==> src/rtl/mux_rr_arb.sv <==
// mux_rr_arb: N-channel to 1 multiplexer with a single registered output entry.
// Grant source is selectable per cycle: manual index (mode = 0) or
// round-robin starting at ptr (mode = 1). Full throughput: a word can drain
// and a new one load in the same clock.
//
// Ports
//   clk        rising-edge clock
//   rst        synchronous active-high reset
//   in_data    N*SIZE packed channel data, channel k at [k*SIZE +: SIZE]
//   in_valid   per-channel offer
//   in_ready   per-channel accept (combinational, at most one bit high)
//   mode       0 = manual select via S, 1 = round-robin
//   S          manual channel select (ignored when mode = 1)
//   out_data   registered selected data
//   out_sel    channel index out_data came from
//   out_valid  output entry holds an undelivered word
//   out_ready  downstream accept
module mux_rr_arb #(
    parameter int SIZE = 4,
    parameter int N    = 4,
    parameter int SW   = 2
) (
    input  logic              clk,
    input  logic              rst,
    input  logic [N*SIZE-1:0] in_data,
    input  logic [N-1:0]      in_valid,
    output logic [N-1:0]      in_ready,
    input  logic              mode,
    input  logic [SW-1:0]     S,
    output logic [SIZE-1:0]   out_data,
    output logic [SW-1:0]     out_sel,
    output logic              out_valid,
    input  logic              out_ready
);

    // Round-robin pointer: first channel searched on the next round-robin grant
    logic [SW-1:0]   ptr;

    // Entry is empty or being drained this cycle, so it may be (re)loaded
    logic            load_en;

    // Per-mode grant candidates
    logic            man_gnt;
    logic [SW-1:0]   man_idx;
    logic            rr_gnt;
    logic [SW-1:0]   rr_idx;

    // Selected grant for this cycle
    logic            gnt_vld;
    logic [SW-1:0]   gnt_idx;
    logic [SIZE-1:0] gnt_data;
    logic            accept;
    logic [SW-1:0]   next_ptr;

    assign load_en = !out_valid || out_ready;

    // Manual grant: match S against each legal index; an out-of-range S
    // matches nothing and therefore never grants.
    always_comb begin
        man_gnt = 1'b0;
        man_idx = '0;
        for (int k = 0; k < N; k++) begin
            if (S == SW'(k) && in_valid[k]) begin
                man_gnt = 1'b1;
                man_idx = SW'(k);
            end
        end
    end

    // Round-robin grant: first valid channel at ptr, ptr+1, ... wrapping mod N.
    // ptr is always < N, so one conditional subtract is enough for the wrap.
    always_comb begin
        int cand;
        rr_gnt = 1'b0;
        rr_idx = '0;
        cand   = 0;
        for (int i = 0; i < N; i++) begin
            cand = int'(ptr) + i;
            if (cand >= N) begin
                cand = cand - N;
            end
            if (!rr_gnt && in_valid[cand]) begin
                rr_gnt = 1'b1;
                rr_idx = SW'(cand);
            end
        end
    end

    // Mode is applied combinationally so a change affects this cycle's grant
    always_comb begin
        if (mode) begin
            gnt_vld = rr_gnt;
            gnt_idx = rr_idx;
        end else begin
            gnt_vld = man_gnt;
            gnt_idx = man_idx;
        end
    end

    // Data of the granted channel
    always_comb begin
        gnt_data = '0;
        for (int k = 0; k < N; k++) begin
            if (gnt_idx == SW'(k)) begin
                gnt_data = in_data[k*SIZE +: SIZE];
            end
        end
    end

    // A transfer in happens only outside reset, with room, and with a grant
    assign accept = !rst && load_en && gnt_vld;

    // One-hot accept back to the granted channel
    always_comb begin
        in_ready = '0;
        for (int k = 0; k < N; k++) begin
            in_ready[k] = accept && (gnt_idx == SW'(k));
        end
    end

    // Pointer advances past the granted channel, wrapping N-1 -> 0
    assign next_ptr = (gnt_idx == SW'(N - 1)) ? '0 : gnt_idx + SW'(1);

    // Output entry and pointer; reset discards any pending word
    always_ff @(posedge clk) begin
        if (rst) begin
            out_valid <= 1'b0;
            out_data  <= '0;
            out_sel   <= '0;
            ptr       <= '0;
        end else if (load_en) begin
            out_valid <= gnt_vld;
            if (gnt_vld) begin
                out_data <= gnt_data;
                out_sel  <= gnt_idx;
                ptr      <= next_ptr;
            end
        end
    end

endmodule
==> config.mk <==
export PLATFORM = sky130hd
export DESIGN_NAME = mux_rr_arb
export DESIGN_NICKNAME = d
export VERILOG_FILES = /design/src/rtl/mux_rr_arb.sv
export SDC_FILE = /design/constraint.sdc
export NUM_CORES = 1
export LEC_CHECK = 0
export ABC_CLOCK_PERIOD_IN_PS = 3900
export CORE_MARGIN = 8
export CORE_UTILIZATION = 25
export DETAILED_ROUTE_END_ITERATION = 10
export DONT_BUFFER_PORTS = 1
export PLACE_DENSITY = 0.41
export SYNTH_ARGS = -nofsm -noshare
export SYNTH_HDL_FRONTEND = slang
export SYNTH_SLANG_ARGS = --single-unit
==> constraint.sdc <==
create_clock -name clk -period 3.9 [get_ports clk]
set_input_delay 0.39 -clock clk [delete_from_list [all_inputs] [get_ports clk]]
set_output_delay 0.39 -clock clk [all_outputs]
set_load 0.02 [all_outputs]
* Word level (Yosys, flattened, before mapping)
Index checks and enable logic that the tools add are counted.
** Word-level totals
- Flip-flop bits (word level) :: 9
- Input bits :: 26
- Word-level logic and storage cells :: 86
- Output and inout bits :: 11
** Cells by class
- Equal/unequal tests :: 6
- Magnitude comparators :: 8
- Reductions and logical operators :: 22
- Muxes and demuxes :: 38
- $add $sub $neg :: 8
** Operators by type and width (number)
- $lt 32x4->1 const B :: 4
- $mux 32 :: 4
- $mux 1 :: 18
- $mux 2 :: 8
- $mux 4 :: 4
- $logic_and 1x1->1 :: 13
- $sub 3x3->4 const B :: 3
- $ge 3x3->1 const B :: 3
- $bmux 1 s2 :: 4
- $eq 2x2->1 const B :: 4
- $add 2x2->3 const B :: 2
- $logic_not 1->1 :: 5
- $eq 2x1->1 const B :: 2
- $logic_not 2->1 :: 2
- $sub 2x3->4 const B :: 1
- $add 2x1->3 const B :: 1
- $ge 2x3->1 const B :: 1
- $add 2x1->2 const B :: 1
- $reduce_and 2->1 :: 1
- $logic_or 1x1->1 :: 1

* Depth between registers and ports, before layout
- Depth after elaboration :: 21
- Gate-level depth with buffers :: 11
- Depth with buffers taken out :: 9

* Least setup slack after synthesis
No wires, ideal clock.
- Kind :: input port to output port
- From :: input in_valid[2]
- To :: output in_ready[3]
- Stages :: 8
- Setup slack :: 1.373 ns
- Arrival time :: 2.137 ns
- Required time :: 3.510 ns
- Cells stage by stage :: or4b_1 > o21ai_1 > a31oi_1 > a211o_1 > inv_1 > ha_1 > clkbuf_1 > and2_1
** On the way
- Cells in the longest elaborated chain, start to end :: 16
- Elaborated cells between the ends (all ways) :: 36
** RTL lines
- start, declared :: RTL line 26 : input logic [N-1:0] in_valid,
- $bmux 1 s2 :: RTL line 82 : if (!rr_gnt && in_valid[cand]) begin
- $mux 1 (implied by the code) (2 in series) :: RTL line 82
- $mux 1 :: RTL line 82
- $logic_not 1->1 :: RTL line 82
- $logic_and 1x1->1 :: RTL line 82
- $mux 1 :: RTL line 82
- $logic_not 1->1 :: RTL line 82
- $logic_and 1x1->1 :: RTL line 82
- $mux 1 :: RTL line 82
- $logic_not 1->1 :: RTL line 82
- $logic_and 1x1->1 :: RTL line 82
- $mux 2 :: RTL line 82
- $mux 2 (*) :: RTL line 91 : if (mode) begin
- named net gnt_idx[1] :: RTL line 50 : logic [SW-1:0] gnt_idx;
- $eq 2x2->1 (*) :: RTL line 117 : in_ready[k] = accept && (gnt_idx == SW'(k));
- $logic_and 1x1->1 (*) :: RTL line 117
- end, declared :: RTL line 27 : output logic [N-1:0] in_ready,
The timed path passes the listed nets; every way through them passes the cells marked *. The select of a mux whose other input is x is not followed.

* Worst setup path after layout
- From :: register ptr[1]
- To :: output in_ready[2]
** On the way
- Cells in the longest elaborated chain, start to end :: 18
- Elaborated cells between the ends (all ways) :: 46
** RTL lines
- start, declared :: RTL line 37 : logic [SW-1:0] ptr;
- start signal, assigned :: RTL line 136 : ptr <= next_ptr;
- parallel branches: the longest is 14 deep, another holds $sub 3x3->4
- $mux 2 (*) :: RTL line 82
- $mux 2 (*) :: RTL line 91
- named net gnt_idx[1] :: RTL line 50
- $eq 2x2->1 (*) :: RTL line 117
- $logic_and 1x1->1 (*) :: RTL line 117
Mark *: on every way through the listed nets, which the timed path passes. The select of a mux whose other input is x is not followed.

==> flow_results.org <==
** Outcome
- The flow ran to the end, and the final reports show no timing, DRC or antenna violations.

** Worst hold path
- For hold timing, the worst endpoint is ptr[0].
- Counting instances, the worst hold path has a depth of 1.
- Start point of the worst hold path :: rst
- Worst hold path class :: input pin to flop

** Place
- Buffers placed on the I/O ports in this run total 0.
- Detailed placement finished with a half-perimeter wire length of 1.776 mm.
- After detailed placement, the design holds a cell count of 144.
- The congestion estimate from routability-driven global placement came to 0.8532.

** STA
- The final hold violation count was 0.
- Derived from the worst setup path, the maximum achievable clock frequency is 335.7 MHz.
- Clock skew on the completed layout was measured at 7.886 ps.
- The clock period could shrink to 2979 ps.
- Fin crit share :: 0.7637
- The worst pin sits at a relative slew slack of 0.6940.
- Count of final max-slew check failures :: 0
- Final setup viols :: 0
- Pin slew with the least headroom to its limit :: 457.6 ps
- In the final timing run, aggregate negative setup slack is 0 ps.
- Final-layout worst hold slack :: 181.5 ps
- Setup repair after global routing left no endpoint under its margin.

** Logic synthesis
- Count of warnings emitted by yosys :: 0
- After synthesis, the netlist uses 37 different library cells.
- In this run, synthesis inferred 0 flip-flops with an integrated enable.
- The fraction of the mapped netlist area in compound gates came to 0.2767.
- Most frequent cells after synthesis :: a21oi_1 (12), nand2_1 (12), dfxtp_1 (9), inv_1 (9), nor2_1 (8)
- After synthesis, the largest family of logic cells by area is simple AND/OR/NAND/NOR gates.
- Synth Area in XOR/XNOR :: 0
- For this run, the register share of the synthesized area comes to 0.2264.
- Simple-gate portion of the synthesized area :: 0.2877
- Of the total synthesized cell area, the portion taken by full adders, half adders and majority gates is 0.06289.
- Syn avg cell area :: 7.507 um2
- Library cell occupying the most area in the post-synthesis netlist :: dfxtp_1
- After synthesis, the share of flip-flops with an asynchronous set or reset is 0.
- Summing every instance area after synthesis gives 795.8 um2.
- Net count after synthesis :: 136
- The share of synthesized area in the top cell type comes to 0.2264.
- Number of standard cells after synthesis :: 106
- FF+latch count, synth :: 9
- Primary flip-flop cell chosen by synthesis mapping :: dfxtp_1
- Multiplexer share of the synthesized area :: 0.05503
- Top cells by area, synth :: dfxtp_1 (23%), a21oi_1 (7.5%), ha_1 (6.3%)

** Drt
- DRC violation count after routing :: 0
- Once detail routing completed, the nets flagged for antenna violations numbered 0.
- Total wire length after detailed routing :: 2.230 mm
- Iter 0 DRT Violations :: 32
- Vias :: 759
- Dividing the detail-routed wire length by the instance count gives 15.07 um.
- TritonRoute pass-1 iters :: 4
- Detail-routed via count per cell :: 5.128

** Power
- Int Pwr :: 0.1860 mW
- Max VDD drop :: 80.86 uV
- Leak :: 0.3347 nW
- In this run the power spent charging and discharging nets is 0.1116 mW.
- Areal power density over the cells :: 355.0 nW/um2
- Sequential power share :: 0.431
- Of the total power, the share spent switching nets is 0.3749.
- Share of power burned in combinational logic :: 0.316
- Clk network pwr share :: 0.254

** Worst setup path
- The worst setup path is launched from a flop.
- The worst setup path is captured at an output pin.
- In this design, the largest share of critical-path delay is due to simple AND/OR/NAND/NOR gates.
- Reg-to-reg critical path startpoint :: ptr[1]
- The worst setup path is of the flop to output pin kind.
- The critical path goes through or4b_1, o21ai_1, a31oi_1, a211o_1, inv_1, ha_1, and2_1.
- Delay contributed by the slowest stage of the critical path :: 510 ps
- In this run the critical register-to-register path is captured at out_data[3].
- Along the worst path, the maximum fanout reaches 11.
- Worst reg2reg path depth :: 9
- Critical Path Slowest Stage Cell :: dfxtp_1
- Worst R2R Setup Slack :: 1050 ps
- Worst endpoint data arrival time :: 2590 ps
- Data on the critical path is required at its endpoint by 3510 ps.
- Together, buffers and inverters on the worst path number 1.

** Global routing
- Global-route wire length before repair :: 3.705 mm
- After global routing the overflow that remains totals 0.
- Pin count of the biggest net entering global routing :: 12
- All-layer global routing usage :: 0.08952
- Number of global-route vias before repair :: 814
- The initial antenna violation count came to 0.

** CTS
- Insertion delay of the later-clocked pin in the worst-skew pair :: 270 ps
- Clock tree from TritonCTS :: yes
- Buffers inserted by post-CTS timing repair :: 0
- The clock net in this run drives a total of 9 sinks.
- Number of buffers added to fix hold violations after cts :: 0
- In this run the clock root is driven by a clkbuf_4.
- H-tree depth reported by CTS :: 1
- TritonCTS Buffers :: 3
- In this run, post-CTS repair resized a total of 0 instances.
- No sink is reached through more buffers than the 2 on the longest clock path.
- Clock transition time at the flip-flop clock pins of the worst setup and hold paths :: 70 ps

** Cells and area
- N_diodes :: 0
- After the flow finishes, the layout carries non-filler instances totaling 148.
- Fin nets :: 135
- Area growth from synthesis to final layout :: 5.346%
- Of the cells placed in the final design, the portion with a size suffix greater than 1 is 0.09615.

** Floorplanning
- Area enclosed by the die boundary :: 5245 um2
- The die is 72.42 um tall.
- Width of the die :: 72.42 um
- Starting Density :: 0.2607
- For this design the top-level I/O count stands at 37.
- After floorplanning, the core was divided into 20 placement rows.
- The floorplan step defined a core boundary enclosing 3053 um2.

** Flow run
- Maximum capacitance violations :: 0
-- cells in the final DEF, fill, tap and decap left out, drive strengths merged --
cell type  count
nor3           3
a311oi         1
o21ai          7
or2            1
nand2b         4
and4b          1
nor2b          1
o32ai          1
o31ai          2
a211o          1
nand3          1
nand2         13
a32oi          1
a21oi         12
or3b           1
or4b           1
inv            9
o22ai          1
nor2           8
ha             4
dfxtp          9
nand3b         2
and2           5
mux2           1
nor3b          1
a31oi          1
a221o          3
mux4           1
mux2i          1
a221oi         3
clkbuf         4
-- per-stage QoR --
stage	worst slack, ps	util	cell area, um2	total power [mW]
after detailed placement	1084	0.2660	812.0	0.2254
after CTS	919.8	0.2746	838.3	0.3017
after floorplan	1374	-	795.8	0.2111
after global placement	1187	0.2660	812.0	0.2241
final	921.4	0.2746	838.3	0.2976
after global routing	706.5	0.2746	838.3	0.3226
-- sequential cells by signal (all words and copies together), names as in the netlist --
register	count
out_sel	2
out_valid	1
ptr	2
out_data	4
-- worst register-to-register path: stages (launching register included) --
cell and delay, ps:
dfxtp_1 510, or4b_1 490, o21ai_1 170, a31oi_1 60, a211o_1 360, ha_1 230
nor2b_1 160, a221o_1 310, a221oi_1 330, nor3_1 90
-- logic make-up after synthesis --
logic type	after synthesis
adder cells (fa/ha/maj)	4
AND/OR/NAND/NOR	42
AO/OA/AOI/OAI	33
buffers and inverters	15
flip-flops	9
multiplexers	3
-- metal layers --
layer,vias to the layer above,GRT usage,part of all wire
met5,-,0,0
met4,0,0.04667,0.018
met3,4,0.04270,0.092
met2,29,0.1264,0.42
met1,348,0.1090,0.47
li1,378,-,-
-- final cells by class --
type | count | area [um2]
clock buffers | 4 | 26.28
fillers | 362 | 2215
inverters | 9 | 33.78
multi-input cells | 82 | 543.0
flip-flops and latches | 9 | 180.2
well taps | 44 | 55.05
-- power groups by stage --
| stage | sequential [mW] | combinational, mW | clock, mW |
|---|---|---|---|
| floorplan | 0.124 | 0.0872 | 0 |
| global placement | 0.130 | 0.0936 | 0 |
| detailed placement | 0.131 | 0.0946 | 0 |
| CTS | 0.129 | 0.0952 | 0.0780 |
| global route | 0.130 | 0.107 | 0.0856 |
| finish | 0.128 | 0.0940 | 0.0755 |
-- worst max-delay path by stage --
| stage | start | to | slack (ps) | cells after the start |
|---|---|---|---|---|
| 2_1_floorplan | in_valid[2] | in_ready[3] | 1370 | 8 |
| 3_3_place_gp | ptr[1] | out_data[3] | 1190 | 9 |
| 3_5_place_dp | ptr[1] | out_data[3] | 1080 | 9 |
| 4_1_cts | ptr[1] | in_ready[3] | 920 | 7 |
| 5_1_grt | ptr[1] | in_ready[3] | 710 | 7 |
| 6_report | ptr[1] | in_ready[2] | 920 | 7 |
Power figures use the tool's default switching activity.
